===== config.mk =====
export PLATFORM = sky130hd
export DESIGN_NAME = cpu8bit_out_port
export DESIGN_NICKNAME = d
export VERILOG_FILES = /design/src/rtl/cpu8bit_pkg.sv /design/src/rtl/out_fifo.sv /design/src/rtl/cpu8bit_out_port.sv
export SDC_FILE = /design/constraint.sdc
export NUM_CORES = 1
export LEC_CHECK = 0
export ABC_AREA = 1
export BUFFER_PORTS_ARGS = -buffer_cell sky130_fd_sc_hd__buf_2
export CAP_MARGIN = 20
export CORE_MARGIN = 4
export CORE_UTILIZATION = 54
export DETAILED_ROUTE_END_ITERATION = 8
export PLACE_DENSITY = 0.75
export SYNTH_ARGS = -nofsm -noshare
export SYNTH_HDL_FRONTEND = slang
export SYNTH_SLANG_ARGS = --single-unit
export TNS_END_PERCENT = 100

===== constraint.sdc =====
create_clock -name clk_i -period 2 [get_ports clk_i]
set_input_delay 0.4 -clock clk_i [delete_from_list [all_inputs] [get_ports clk_i]]
set_output_delay 0.4 -clock clk_i [all_outputs]
set_load 0.1 [all_outputs]

===== src/rtl/cpu8bit_pkg.sv =====
// rtl/cpu8bit_pkg.sv - shared types and UART frame constants for the CPU output port
package cpu8bit_pkg;

  localparam int DATA_W     = 8;
  localparam int START_BITS = 1;
  localparam int DATA_BITS  = 8;
  localparam int STOP_BITS  = 1;
  localparam int FRAME_BITS = START_BITS + DATA_BITS + STOP_BITS;

  typedef enum logic [1:0] {
    IDLE  = 2'd0,
    START = 2'd1,
    DATA  = 2'd2,
    STOP  = 2'd3
  } tx_state_t;

endpackage


===== src/rtl/out_fifo.sv =====
// rtl/out_fifo.sv - synchronous FIFO with registered full/empty flags
module out_fifo #(
  parameter int WIDTH = 8,
  parameter int DEPTH = 4
) (
  input  logic                     clk,
  input  logic                     rst,
  input  logic                     push,
  input  logic [WIDTH-1:0]         wdata,
  input  logic                     pop,
  output logic [WIDTH-1:0]         rdata,
  output logic                     full,
  output logic                     empty,
  output logic [$clog2(DEPTH):0]   count
);

  localparam int AW = $clog2(DEPTH);

  logic [WIDTH-1:0] mem [DEPTH];
  logic [AW-1:0]    wptr;
  logic [AW-1:0]    rptr;
  logic [AW:0]      count_n;
  logic             do_push;
  logic             do_pop;

  // Flags are the registered view, so a pop cannot rescue a write made while full.
  assign do_push = push & ~full;
  assign do_pop  = pop & ~empty;
  assign rdata   = mem[rptr];

  always_comb begin
    count_n = count;
    case ({do_push, do_pop})
      2'b10:   count_n = count + (AW+1)'(1);
      2'b01:   count_n = count - (AW+1)'(1);
      default: count_n = count;
    endcase
  end

  always_ff @(posedge clk) begin
    if (do_push) mem[wptr] <= wdata;
  end

  always_ff @(posedge clk) begin
    if (rst) begin
      wptr  <= '0;
      rptr  <= '0;
      count <= '0;
      full  <= 1'b0;
      empty <= 1'b1;
    end else begin
      if (do_push) wptr <= wptr + AW'(1);
      if (do_pop)  rptr <= rptr + AW'(1);
      count <= count_n;
      full  <= (count_n == (AW+1)'(DEPTH));
      empty <= (count_n == '0);
    end
  end

endmodule


===== src/rtl/cpu8bit_out_port.sv =====
// rtl/cpu8bit_out_port.sv - CPU write capture into a FIFO, drained as 8N1 UART frames
module cpu8bit_out_port
  import cpu8bit_pkg::*;
#(
  parameter int CLK_DIV    = 16,
  parameter int FIFO_DEPTH = 4
) (
  input  logic              clk_i,
  input  logic              rst_i,
  input  logic [DATA_W-1:0] data_i,
  input  logic              wr_i,
  output logic              full_o,
  output logic              empty_o,
  output logic              busy_o,
  output logic              drop_o,
  output logic              tx_o
);

  localparam int               BW        = $clog2(CLK_DIV);
  localparam logic [BW-1:0]    BAUD_LAST = BW'(CLK_DIV - 1);
  localparam logic [2:0]       BIT_LAST  = 3'(DATA_BITS - 1);

  tx_state_t         state;
  logic [BW-1:0]     baud;
  logic [2:0]        bit_idx;
  logic [DATA_W-1:0] shreg;
  logic [DATA_W-1:0] fifo_rdata;
  logic              push;
  logic              pop;
  logic              baud_last;

  assign baud_last = (baud == BAUD_LAST);
  assign push      = wr_i & ~full_o & ~rst_i;
  // Popping on the last stop cycle lets the next start bit follow with no idle gap.
  assign pop       = ~empty_o & ((state == IDLE) | ((state == STOP) & baud_last));

  out_fifo #(
    .WIDTH (DATA_W),
    .DEPTH (FIFO_DEPTH)
  ) u_fifo (
    .clk   (clk_i),
    .rst   (rst_i),
    .push  (push),
    .wdata (data_i),
    .pop   (pop),
    .rdata (fifo_rdata),
    .full  (full_o),
    .empty (empty_o),
    .count ()
  );

  always_ff @(posedge clk_i) begin
    if (rst_i) begin
      state   <= IDLE;
      baud    <= '0;
      bit_idx <= '0;
      shreg   <= '0;
      tx_o    <= 1'b1;
      busy_o  <= 1'b0;
      drop_o  <= 1'b0;
    end else begin
      drop_o <= wr_i & full_o;
      // tx_o and busy_o are loaded with the value belonging to the next state.
      case (state)
        IDLE: begin
          if (!empty_o) begin
            shreg   <= fifo_rdata;
            bit_idx <= '0;
            baud    <= '0;
            state   <= START;
            tx_o    <= 1'b0;
            busy_o  <= 1'b1;
          end
        end
        START: begin
          if (baud_last) begin
            baud  <= '0;
            state <= DATA;
            tx_o  <= shreg[0];
          end else begin
            baud <= baud + BW'(1);
          end
        end
        DATA: begin
          if (baud_last) begin
            baud <= '0;
            if (bit_idx == BIT_LAST) begin
              state <= STOP;
              tx_o  <= 1'b1;
            end else begin
              bit_idx <= bit_idx + 3'd1;
              shreg   <= shreg >> 1;
              tx_o    <= shreg[1];
            end
          end else begin
            baud <= baud + BW'(1);
          end
        end
        STOP: begin
          if (baud_last) begin
            baud <= '0;
            if (!empty_o) begin
              shreg   <= fifo_rdata;
              bit_idx <= '0;
              state   <= START;
              tx_o    <= 1'b0;
            end else begin
              state  <= IDLE;
              busy_o <= 1'b0;
            end
          end else begin
            baud <= baud + BW'(1);
          end
        end
        default: begin
          state  <= IDLE;
          tx_o   <= 1'b1;
          busy_o <= 1'b0;
        end
      endcase
    end
  end

endmodule


==> impl_metrics.json, run 1 <==
{
  "status": "completed",
  "overflow": 0,
  "syn-cell-area_sq_um": 2900,
  "arrival_ns": 2.21,
  "cts_buffers": 9,
  "path_delay_family": "adder cells",
  "r2r_start": "baud[1]",
  "dp_hpwl_microns": 3660,
  "wl_microns": 5610,
  "min-delay-start": "data_i[6]",
  "grt_pass1_wl_microns": 9290,
  "setup_viol": 0,
  "port_buffers": 15,
  "ys_seq_elements": 63,
  "ctsRootBufferMaster": "clkbuf_8",
  "clk_latency_ns": 0.34,
  "drv_cap": 0,
  "drive_above_1_share": 0.230,
  "fillers": 407,
  "finalNetCount": 395,
  "syn_area_per_cell_sq_um": 8.95,
  "finClkSkew_ns": 0.0105,
  "grt_antenna_before_repair": 0,
  "cp.buffers_inverters": 1,
  "num_rows": 26,
  "ir_drop_uv": 818,
  "cts_buffer_depth": 2,
  "cts_sinks": 63,
  "first_global_vias": 2106,
  "crit_path_start": "baud[1]",
  "power_leakage_nw": 1.55,
  "pre_cts_ws_ns": -0.0930,
  "hp-class": "in -> reg",
  "slew_headroom": 0.679,
  "firstDrtPassIters": 4,
  "placed_cells": 424,
  "grt_util_all_layers": 0.190,
  "ios": 16,
  "fin_crit_ns": 1.95,
  "clkTransAtPathRegs_ns": 0.07,
  "cp.required_ns": 2.26,
  "htree_levels": 3,
  "rsz0062_at_grt": "true",
  "cp_slowest_cell": "fa_2",
  "path_cells": "ha_4 -> nand2_4 -> nor2_4 -> nand2_2 -> nand2_2 -> nand2_2 -> inv_2 -> ha_4 -> fa_2 -> mux2i_1 -> nand2_1 -> o21ai_1",
  "finalMaxSlewViolations": 0,
  "final_hold_viol_count": 0,
  "dr_total_vias": 2206,
  "fmax_ghz": 0.514,
  "finalSetupTns_ns": 0,
  "die_h_microns": 81.3,
  "tightest_slew_ns": 0.485,
  "antennaDiodeCount": 0,
  "crit_type": "reg -> reg",
  "fin_cells": 444,
  "syn_inst": 324,
  "cp-start-kind": "register",
  "seq_area_frac_synth": 0.545,
  "area_growth_pct": 18.9,
  "cp_max_fo": 2,
  "die_w_microns": 81.3,
  "cp-end-kind": "register",
  "ys.warnings.count": 0,
  "drcViolationCount": 0,
  "ant_nets": 0,
  "worst_path_most_repeated_cell": "nand2_2",
  "drtIter0Drc": 90,
  "mostFrequentLayoutCells": "nand2_1 (87), nor2_1 (40), edfxtp_1 (32)",
  "gp_congestion": 0.892,
  "start_util": 0.561,
  "grt_max_degree": 17,
  "wl_per_cell_microns": 12.6,
  "fin_ws_ns": 0.0528,
  "fp.coreArea_sq_um": 5170,
  "viasPerCell": 4.97,
  "dieArea_sq_um": 6610,
  "layout_commonest_cell": "nand2_1",
  "power.density_nw_per_um2": 1380,
  "final_util": 0.667,
  "synth_cell_type_count": 30,
  "cts_tree": "done",
  "critPathMaxStageDelay_ns": 0.42,
  "layout_worst_path_cycle_share": 0.974,
  "synthesis.nets": 349
}
==> area by class of cell <==
type                            count  area [sq um]  share of cell area
Tap cell                           70          87.6              0.0254
Clock inverter                      6          62.6              0.0181
Inverter                           32           120              0.0348
Multi-Input combinational cell    220          1170               0.339
Sequential cell                    63          1590               0.462
Timing Repair Buffer               44           293              0.0849
Clock buffer                        9           124              0.0359
==> path summary, 6_finish.rpt <==
kind	to	slack, ns	depth (start not counted)
max	u_fifo.empty	0.05	12
min	u_fifo.mem[0][6]	0.27	1
max reg2reg	u_fifo.empty	0.05	12
min reg2reg	drop_o	0.45	2
==> power breakdown <==
part           internal (mW)  switching [mW]  total [mW]
clock network          0.563           0.493        1.06
registers               1.62           0.151        1.77
logic                  0.706            1.23        1.93
==> cell usage after synthesis <==
library cell  instances  area [sq um]
a21oi_1              17          85.1
inv_2                 3          11.3
o211ai_1              1          7.51
nand4_1               3          18.8
o21ai_1               1          5.00
xor2_1                3          26.3
nor2_1               40           150
or2_2                 1          6.26
buf_6                 4          45.0
mux2i_1               1          10.0
nand3_2               2          20.0
nor2_4                1          11.3
fa_1                  1          20.0
dfxtp_1              31           621
a21oi_2               1          8.76
edfxtp_1             32           961
nand2_1              90           338
buf_2                 3          15.0
clkbuf_1              1          3.75
inv_1                29           109
o21ai_0               9          45.0
nand3_1              19          95.1
a211oi_1              1          7.51
nor3_1                1          5.00
nand3b_1              7          52.6
ha_1                 13           163
a22oi_1               2          15.0
nor2_2                1          6.26
nand2_2               5          31.3
buf_4                 1          7.51
==> per-stage QoR <==
stage	power, mW	instance area (sq um)	hold slack [ns]
2_1_floorplan	3.20	2910	0.462
3_3_place_gp	3.59	3180	0.428
3_5_place_dp	3.63	3180	0.439
4_1_cts	4.74	3400	0.247
5_1_grt	5.14	3450	0.248
6_report	4.76	3450	0.267
==> worst register-to-register path: cells and delay by family (launching register included) <==
kind	cells	cell delay, ns
AND/OR/NAND/NOR	6	0.43
flip-flops	1	0.36
buffers and inverters	1	0.08
AO/OA/AOI/OAI	1	0.13
adder cells (fa/ha/maj)	3	0.70
multiplexers	1	0.17
==> cells by family after synthesis <==
family | Yosys count | synth area share
simple gates | 170 | 0.253
flops | 63 | 0.545
buf+inv | 41 | 0.0660
compound gates | 32 | 0.0600
fa+ha+maj | 14 | 0.0630
xor+xnor | 3 | 0.00906
mux | 1 | 0.00345
==> layer usage <==
metal | global-route usage | up-vias | wire (microns)
met2 | 0.323 | 51 | 2810
met3 | 0.0532 | 10 | 269
met4 | 0.0912 | 0 | 103
li1 | - | 1151 | -
met5 | 0 | - | 0
met1 | 0.220 | 994 | 2420
==> what timing repair did <==
item / CTS / global route
pin swaps: 2 / 3
resized for setup: 6 / 6
setup endpoints to repair: 3 / 3
cloned: 0 / 0
hold buffers: 0 / 0
buffers inserted: 1 / 4
==> state kept, by name, summed over array words and instances (netlist names), named ones only <==
signal / count
state: 2
u_fifo.empty: 1
u_fifo.mem: 32
bit_idx: 3
tx_o: 1
drop_o: 1
u_fifo.wptr: 2
busy_o: 1
shreg: 8
u_fifo.rptr: 2
u_fifo.full: 1
baud: 4
u_fifo.count: 3
Power figures use the tool's default switching activity.
==> run 2: changes to the inputs <==
--- a/config.mk
+++ b/config.mk
@@ -8,6 +8,7 @@
 export ABC_AREA = 1
 export BUFFER_PORTS_ARGS = -buffer_cell sky130_fd_sc_hd__buf_2
 export CAP_MARGIN = 20
+export CORE_ASPECT_RATIO = 0.5
 export CORE_MARGIN = 4
 export CORE_UTILIZATION = 54
 export DETAILED_ROUTE_END_ITERATION = 8
==> run 2 against run 1 <==
  * The run now ends with negative setup slack left
  * Die area increased by 1.1%
  * Register-to-register slack got worse by 0.095 ns
  * Cell area decreased by 0.33%
  * Non-clock buffer count decreased by 3
  * Combinational power increased by 6%
  * Clock skew decreased by 0.0033 ns
  * Largest cell class unchanged
  * Hold slack improved by 0.0053 ns
  * Clock-buffer cell count increased by 2
  * Global-route usage increased by 0.70 points
  * Via count increased by 1.5%
  * Critical endpoint is now u_fifo.full
  * Power increased by 2.1%
==> impl_metrics.json, run 2 (synthesis results as in run 1) <==
{
  "grt_max_degree": 17,
  "hp-class": "in -> reg",
  "placed_cells": 419,
  "place_area_sq_um": 3150,
  "fin_crit_ns": 2.04,
  "fin_ws_ns": -0.0425,
  "crit_type": "reg -> reg",
  "cts_buffers": 9,
  "drtIter0Drc": 160,
  "drive_above_1_share": 0.226,
  "cp-end-kind": "register",
  "num_rows": 18,
  "drv_cap": 0,
  "slew_headroom": 0.678,
  "cts_sinks": 63,
  "die_h_microns": 59.8,
  "whs_ns": 0.272,
  "cp.buffers_inverters": 2,
  "violations": "negative setup slack",
  "finalNetCount": 392,
  "grt_pass1_wl_microns": 10100,
  "rsz0062_at_grt": "true",
  "worst_path_most_repeated_cell": "nand2_2",
  "gp_congestion": 0.827,
  "hold_buffers": 0,
  "power.density_nw_per_um2": 1410,
  "path_cells": "ha_4 -> nand2_4 -> nor2_4 -> nand2_2 -> nand2_2 -> nand2_2 -> inv_2 -> ha_4 -> fa_2 -> inv_1 -> nand2_1 -> nand3_2 -> xor2_2 -> nand2_1 -> nor2_1",
  "cts_buffer_depth": 2,
  "overflow": 0,
  "mostFrequentLayoutCells": "nand2_1 (86), nor2_1 (40), edfxtp_1 (32)",
  "cp.required_ns": 2.28,
  "layout_commonest_cell": "nand2_1",
  "die_w_microns": 112,
  "dieArea_sq_um": 6680,
  "finClkSkew_ns": 0.00717,
  "cts_tree": "done",
  "htree_levels": 3,
  "fp.coreArea_sq_um": 5070,
  "cp_max_fo": 2,
  "cp_slowest_cell": "dfxtp_4",
  "setup_viol": 3,
  "ant_nets": 0,
  "layout_worst_path_cycle_share": 1.02,
  "clkTransAtPathRegs_ns": 0.07,
  "critPathMaxStageDelay_ns": 0.36,
  "arrival_ns": 2.33,
  "first_global_vias": 2168,
  "grt_util_all_layers": 0.197,
  "dr_total_vias": 2240,
  "clk_latency_ns": 0.35,
  "largest_register_ffs": 32,
  "antennaDiodeCount": 0,
  "area_growth_pct": 18.5,
  "viasPerCell": 5.08,
  "wl_per_cell_microns": 13.7,
  "fin_cells": 441,
  "cp-start-kind": "register",
  "final_hold_viol_count": 0,
  "port_buffers": 15,
  "ctsRootBufferMaster": "clkbuf_8",
  "total_power_mw": 4.86,
  "largestRegisters": "u_fifo.mem x32, shreg x8, baud x4",
  "firstDrtPassIters": 4,
  "drcViolationCount": 0,
  "start_util": 0.572,
  "fin_area_sq_um": 3440,
  "top_register": "u_fifo.mem",
  "tightest_slew_ns": 0.486,
  "ios": 16,
  "power_leakage_nw": 1.54,
  "pre_cts_ws_ns": -0.119,
  "path_delay_family": "adder cells",
  "wl_microns": 6060,
  "status": "finished with violations",
  "finalMaxSlewViolations": 0,
  "grt_antenna_before_repair": 0,
  "dp_hpwl_microns": 3920,
  "fmax_ghz": 0.490,
  "ir_drop_uv": 717
}
-- run 2: per-layer routing --
metal,global-route usage,wire [microns]
met5,0,0
met4,0.0867,120
met3,0.0758,309
met2,0.343,2930
met1,0.223,2700
-- run 2: worst paths after layout --
check	from	end	slack, ns	depth (start not counted)
worst max register to register	baud[1]	u_fifo.full	-0.04	15
worst min-delay path	data_i[5]	u_fifo.mem[2][5]	0.27	1
worst max-delay path	baud[1]	u_fifo.full	-0.04	15
worst min register to register	tx_o	tx_o	0.45	2
-- run 2: layout make-up --
cell class	count	area [sq um]
Multi-Input combinational cell	220	1190
Timing Repair Buffer	41	270
Fill cell	393	1630
Tap cell	70	87.6
Sequential cell	63	1590
Clock inverter	4	47.5
Clock buffer	11	131
Inverter	32	120
-- run 2: metrics by stage --
stage          utilization  TNS [ns]
6_report             0.678   -0.0719
5_1_grt              0.678    -0.519
4_1_cts              0.667         0
3_5_place_dp         0.621    -0.217
3_3_place_gp         0.621         0
2_1_floorplan            -         0
-- run 2: power by group --
| group | switching (mW) | internal (mW) | leakage [nW] |
|---|---|---|---|
| clock | 0.475 | 0.564 | 0.0892 |
| sequential | 0.151 | 1.62 | 0.547 |
| combinational | 1.31 | 0.738 | 0.906 |
-- run 2: repair_timing --
item,in CTS,in global routing
pin swaps,3,1
setup buffers,3,4
endpoints found under the setup margin,3,4
gates resized for setup,7,8
